## config.mk

```make
export PLATFORM = sky130hd
export DESIGN_NAME = sap_control_sequencer
export DESIGN_NICKNAME = d
export VERILOG_FILES = /design/src/rtl/sap_control_sequencer.sv
export SDC_FILE = /design/constraint.sdc
export NUM_CORES = 1
export LEC_CHECK = 0
export ABC_CLOCK_PERIOD_IN_PS = 1900
export CORE_ASPECT_RATIO = 1.4
export CORE_MARGIN = 3
export CORE_UTILIZATION = 35
export CTS_BUF_LIST = sky130_fd_sc_hd__clkbuf_2
export DETAILED_ROUTE_END_ITERATION = 8
export SYNTH_ARGS = -nofsm -noshare
export SYNTH_HDL_FRONTEND = slang
export SYNTH_SLANG_ARGS = --single-unit
```

## constraint.sdc

```tcl
create_clock -name clk -period 1.9 [get_ports clk]
set_input_delay 0.38 -clock clk [delete_from_list [all_inputs] [get_ports clk]]
set_output_delay 0.38 -clock clk [all_outputs]
set_load 0.02 [all_outputs]
```

## src/rtl/sap_control_sequencer.sv

```systemverilog
// SAP-style micro-sequencer: accepts 3-bit opcodes over valid/ready and issues
// the per-T-state datapath strobes, with a zero-flag conditional skip and bus ownership.
module sap_control_sequencer #(
  parameter bit ALLOW_SKZ = 1'b1,
  parameter int OUT_HOLD  = 1
) (
  input  logic       clk,
  input  logic       rst_n,
  input  logic       instr_valid,
  input  logic [2:0] instr_opcode,
  output logic       instr_ready,
  input  logic       zf_in,
  input  logic       cf_in,
  output logic       nLa,
  output logic       Ea,
  output logic       nLb,
  output logic       Eu,
  output logic       sub,
  output logic       nLo,
  output logic       ext_en,
  output logic       halted,
  output logic       busy,
  output logic       cf_lat
);

  if (OUT_HOLD < 1 || OUT_HOLD > 4) begin : g_bad_out_hold
    $error("sap_control_sequencer: OUT_HOLD must be in 1..4");
  end

  typedef enum logic [1:0] {S_IDLE = 2'd0, S_T2 = 2'd1, S_T3 = 2'd2, S_HALT = 2'd3} state_t;

  localparam logic [2:0] OP_NOP = 3'd0;
  localparam logic [2:0] OP_LDA = 3'd1;
  localparam logic [2:0] OP_ADD = 3'd2;
  localparam logic [2:0] OP_SUB = 3'd3;
  localparam logic [2:0] OP_OUT = 3'd4;
  localparam logic [2:0] OP_DBL = 3'd5;
  localparam logic [2:0] OP_SKZ = 3'd6;
  localparam logic [2:0] OP_HLT = 3'd7;

  localparam logic [1:0] HOLD_INIT = 2'(OUT_HOLD - 1);
  // Strobe vector order: {nLa, Ea, nLb, Eu, sub, nLo, ext_en}
  localparam logic [6:0] STB_IDLE  = 7'b1010010;

  state_t     r_state, w_state_nxt;
  logic [2:0] r_op, w_op_nxt;
  logic       r_skip, w_skip_nxt;
  logic [1:0] r_hold, w_hold_nxt;
  logic       r_cf, w_cf_nxt;
  logic       r_halted;
  logic       r_busy;
  logic [6:0] r_stb, w_stb_nxt;
  logic       w_accept;

  // Strobes owned by a given T-state of a given opcode
  function automatic logic [6:0] stb_decode(input state_t st, input logic [2:0] op);
    logic [6:0] v;
    v = STB_IDLE;
    if (st == S_T2) begin
      case (op)
        OP_LDA:         v = 7'b0010011;
        OP_ADD, OP_SUB: v = 7'b1000011;
        OP_OUT:         v = 7'b1110000;
        OP_DBL:         v = 7'b1100010;
        default:        v = STB_IDLE;
      endcase
    end else if (st == S_T3) begin
      case (op)
        OP_ADD, OP_DBL: v = 7'b0011010;
        OP_SUB:         v = 7'b0011110;
        default:        v = STB_IDLE;
      endcase
    end else begin
      v = STB_IDLE;
    end
    return v;
  endfunction

  assign instr_ready = rst_n && (r_state == S_IDLE);
  assign w_accept    = instr_valid && instr_ready;

  // Next-state, latched opcode, skip/hold/carry updates and registered strobe decode
  always_comb begin
    w_state_nxt = r_state;
    w_op_nxt    = r_op;
    w_skip_nxt  = r_skip;
    w_hold_nxt  = r_hold;
    w_cf_nxt    = r_cf;
    case (r_state)
      S_IDLE: begin
        if (w_accept) begin
          w_op_nxt = instr_opcode;
          if (r_skip) begin
            w_skip_nxt = 1'b0;
          end else begin
            case (instr_opcode)
              OP_NOP:                         w_state_nxt = S_IDLE;
              OP_LDA, OP_ADD, OP_SUB, OP_DBL: w_state_nxt = S_T2;
              OP_OUT: begin
                w_state_nxt = S_T2;
                w_hold_nxt  = HOLD_INIT;
              end
              OP_SKZ:  w_state_nxt = ALLOW_SKZ ? S_T2 : S_IDLE;
              OP_HLT:  w_state_nxt = S_HALT;
              default: w_state_nxt = S_IDLE;
            endcase
          end
        end else begin
          w_state_nxt = S_IDLE;
        end
      end
      S_T2: begin
        case (r_op)
          OP_ADD, OP_SUB, OP_DBL: w_state_nxt = S_T3;
          OP_OUT: begin
            if (r_hold != 2'd0) begin
              w_hold_nxt  = r_hold - 2'd1;
              w_state_nxt = S_T2;
            end else begin
              w_state_nxt = S_IDLE;
            end
          end
          OP_SKZ: begin
            w_skip_nxt  = zf_in;
            w_state_nxt = S_IDLE;
          end
          default: w_state_nxt = S_IDLE;
        endcase
      end
      S_T3: begin
        w_state_nxt = S_IDLE;
        if (r_op == OP_ADD || r_op == OP_SUB) begin
          w_cf_nxt = cf_in;
        end else begin
          w_cf_nxt = r_cf;
        end
      end
      S_HALT:  w_state_nxt = S_HALT;
      default: w_state_nxt = S_IDLE;
    endcase
    w_stb_nxt = stb_decode(w_state_nxt, w_op_nxt);
  end

  // State and registered control outputs, synchronous active-low reset
  always_ff @(posedge clk) begin
    if (!rst_n) begin
      r_state  <= S_IDLE;
      r_op     <= OP_NOP;
      r_skip   <= 1'b0;
      r_hold   <= 2'd0;
      r_cf     <= 1'b0;
      r_halted <= 1'b0;
      r_busy   <= 1'b0;
      r_stb    <= STB_IDLE;
    end else begin
      r_state  <= w_state_nxt;
      r_op     <= w_op_nxt;
      r_skip   <= w_skip_nxt;
      r_hold   <= w_hold_nxt;
      r_cf     <= w_cf_nxt;
      r_halted <= (w_state_nxt == S_HALT);
      r_busy   <= (w_state_nxt == S_T2) || (w_state_nxt == S_T3);
      r_stb    <= w_stb_nxt;
    end
  end

  assign {nLa, Ea, nLb, Eu, sub, nLo, ext_en} = r_stb;
  assign halted = r_halted;
  assign busy   = r_busy;
  assign cf_lat = r_cf;

  sap_control_sequencer_bus_chk u_bus_chk (
    .clk    (clk),
    .rst_n  (rst_n),
    .ext_en (ext_en),
    .ea     (Ea),
    .eu     (Eu)
  );

endmodule

// Bus ownership checker: never more than one bus driver enabled in a cycle.
module sap_control_sequencer_bus_chk (
  input logic clk,
  input logic rst_n,
  input logic ext_en,
  input logic ea,
  input logic eu
);

  a_one_bus_driver: assert property (@(posedge clk) disable iff (!rst_n)
    !((ext_en && ea) || (ext_en && eu) || (ea && eu)))
    else $error("more than one bus driver enabled");

endmodule

```

==> flow_summary_export.csv <==
group,metric,value,unit
die,die_y,62.9,um
cells_and_area,layout_common_cells,"dfxtp_1, clkdlybuf4s50_1, buf_4",
placed_design,place_area,1090,um2
global_route,grt_pass1_vias,717,
power_and_ir_drop,powerDensity,589,nW/um2
detailed_routing,drt_first_iter_violations,4,
synth,synth_top_area_frac,0.446,
placed_design,dp.cells,126,
die,io-pin-count,19,
timing,skew,11.1,ps
timing,drv_slew,0,
synth,synth_flop_cell,"dfxtp_1",
critical_path,cp.required,2100,ps
global_route,grt_pass1_wl,3250,um
cells_and_area,fillerInstances,228,
die,dieArea,2930,um2
synth,syn-cell-area,808,um2
placed_design,port_buffers,18,
clocking,cts.path.max_buffers,2,
clocking,cts.sinks,18,
placed_design,hpwl,1380,um
cells_and_area,multiInputGateArea,452,um2
critical_path,worstSetupEndpointType,"flop",
timing,tightest_slew,289,ps
synth,synth-edff-count,0,
critical_path,start_kind,"primary input",
synth,synth.distinct_cells,38,
min_path,hold_path_class,"flop to flop",
placed_design,gp_congestion,0.835,
cells_and_area,postLayoutCellArea,1150,um2
global_route,grt_usage,0.147,
die,die_x,46.6,um
detailed_routing,drt-total-wl,1840,um
synth,synth_seq_cells,18,
die,core,2180,um2
global_route,overflow,0,
timing,min_period,1830,ps
detailed_routing,vias,687,
detailed_routing,wire_per_inst,13.8,um
critical_path,r2r-start,"r_hold[0]",
critical_path,startpoint,"rst_n",
placed_design,dpl_worst_slack,-282,ps
critical_path,crit_type,"primary input to flop",
cells_and_area,seqCellArea,362,um2
timing,finalCritPeriodShare,0.965,
timing,final_hold_viol_count,0,
timing,setup-violations-final,0,
detailed_routing,drt_first_pass_iters,4,
timing,slew_headroom,0.802,
cells_and_area,instances_no_fill,133,
cells_and_area,syn_to_final_growth,42.9,%
detailed_routing,drt-vias-per-instance,5.17,
synth,netlist_top_cells_area,"dfxtp_1, mux2i_1, nor2b_1",
power_and_ir_drop,irDropWorstVdd,0.421,mV
clocking,cts_buffers,3,
global_route,grt_start_max_net_pins,11,
timing,setup_ws,66.9,ps
synth,synthCells,77,
clocking,cts_tree,"yes",
outcome,outcome,"finished clean",
synth,yosys_warnings,0,
clocking,path_clk_slew,170,ps
synth,synth_nets,86,
global_route,antenna_found_initial,0,
synth,seq_area_frac_synth,0.446,
critical_path,worst_ep_arrival_time,2030,ps
clocking,clk_latency,290,ps
critical_path,worst-path-max-fanout,8,
cells_and_area,nNetsFinal,121,
synth,avgSynthCellArea,10.5,um2
synth,async_reset_ff_frac,0,
clocking,clockRootBuffer,"clkbuf_2",
cells_and_area,diodes,0,
power_and_ir_drop,p_leak,0.458,nW
timing,fmax,546,MHz
detailed_routing,drc_errors,0,
die,rows,20,
min_path,hp-start,"r_hold[1]",
clocking,cts_hold_buf,0,
flow_run,cap_viol_max_count,0,
detailed_routing,ant_nets,0,
synth,yosysTopAreaCell,"dfxtp_1",
cells_and_area,drive_gt1_frac,0.261,
clocking,htreeDepth,1,
die,start_util,0.371,
==> registers in the layout, summed over array words and instances (netlist names) <==
register  count
busy          1
cf_lat        1
halted        1
r_hold        2
r_op          3
r_skip        1
r_state       2
r_stb         7
==> cell families (layout without fill, tap and decap cells) <==
family | count (synthesis) | in the layout | synth area share
AO/OA/AOI/OAI | 12 | 12 | 0.115
buffers and inverters | 4 | 38 | 0.0232
adder cells (fa/ha/maj) | 1 | 1 | 0.0155
AND/OR/NAND/NOR | 35 | 35 | 0.311
flip-flops | 18 | 18 | 0.446
multiplexers | 7 | 7 | 0.0898
==> area by class of cell <==
class / instances / share of cell area
inverters: 2 / 0.00650
clock inverters: 1 / 0.00325
flip-flops and latches: 18 / 0.313
multi-input cells: 55 / 0.391
repair buffers: 32 / 0.249
well taps: 22 / 0.0238
clock buffers: 3 / 0.0130
==> what timing repair did <==
action	in CTS	in global routing
gates resized for setup	1	6
endpoints found under the setup margin	1	4
pin swaps	0	4
setup buffers	0	3
==> power breakdown <==
part           internal, W  switching [W]  total [W]
sequential        0.000388      0.0000115   0.000400
combinational    0.0000702      0.0000508   0.000121
clock            0.0000458       0.000114   0.000159
==> cells in the mapped netlist (2+ instances only) <==
master    count
mux2i_1       5
a21boi_1      2
nor2b_1       5
and3_1        3
inv_1         2
and3b_1       2
and2_1        2
nor2_1        2
dfxtp_1      18
o21ai_0       3
nand2_1       3
nand3_1       3
mux2_2        2
==> worst max-delay path: stages <==
cell             delay [ps]
clkdlybuf4s50_1         490
nor4bb_4                300
buf_6                   170
mux2_2                  360
nor3_2                  200
o21ai_0                 120
==> metrics by stage <==
step | util | hold slack [ps] | TNS (ps) | power (W)
2_1_floorplan | - | 442 | 0 | 0.000459
3_3_place_gp | 0.499 | 451 | -2090 | 0.000522
3_5_place_dp | 0.499 | 461 | -1870 | 0.000522
4_1_cts | 0.507 | 482 | 0 | 0.000682
5_1_grt | 0.530 | 517 | -43.6 | 0.000727
6_report | 0.530 | 480 | 0 | 0.000680
==> path summary, 6_finish.rpt <==
check         endpoint  slack, ps  depth (start not counted)
max           r_stb[4]         70                          6
min reg2reg  r_hold[1]        480                          2
max reg2reg  r_hold[1]        180                          6
min          r_hold[1]        480                          2
==> routing by layer <==
metal | vias up | global-route usage | wire length (um)
li1 | 352 | - | -
met1 | 321 | 0.179 | 770
met2 | 12 | 0.240 | 984
met3 | 2 | 0.0231 | 61
met4 | 0 | 0.0727 | 20
met5 | - | 0 | 0
No activity file was read; power rests on OpenSTA's default activity.
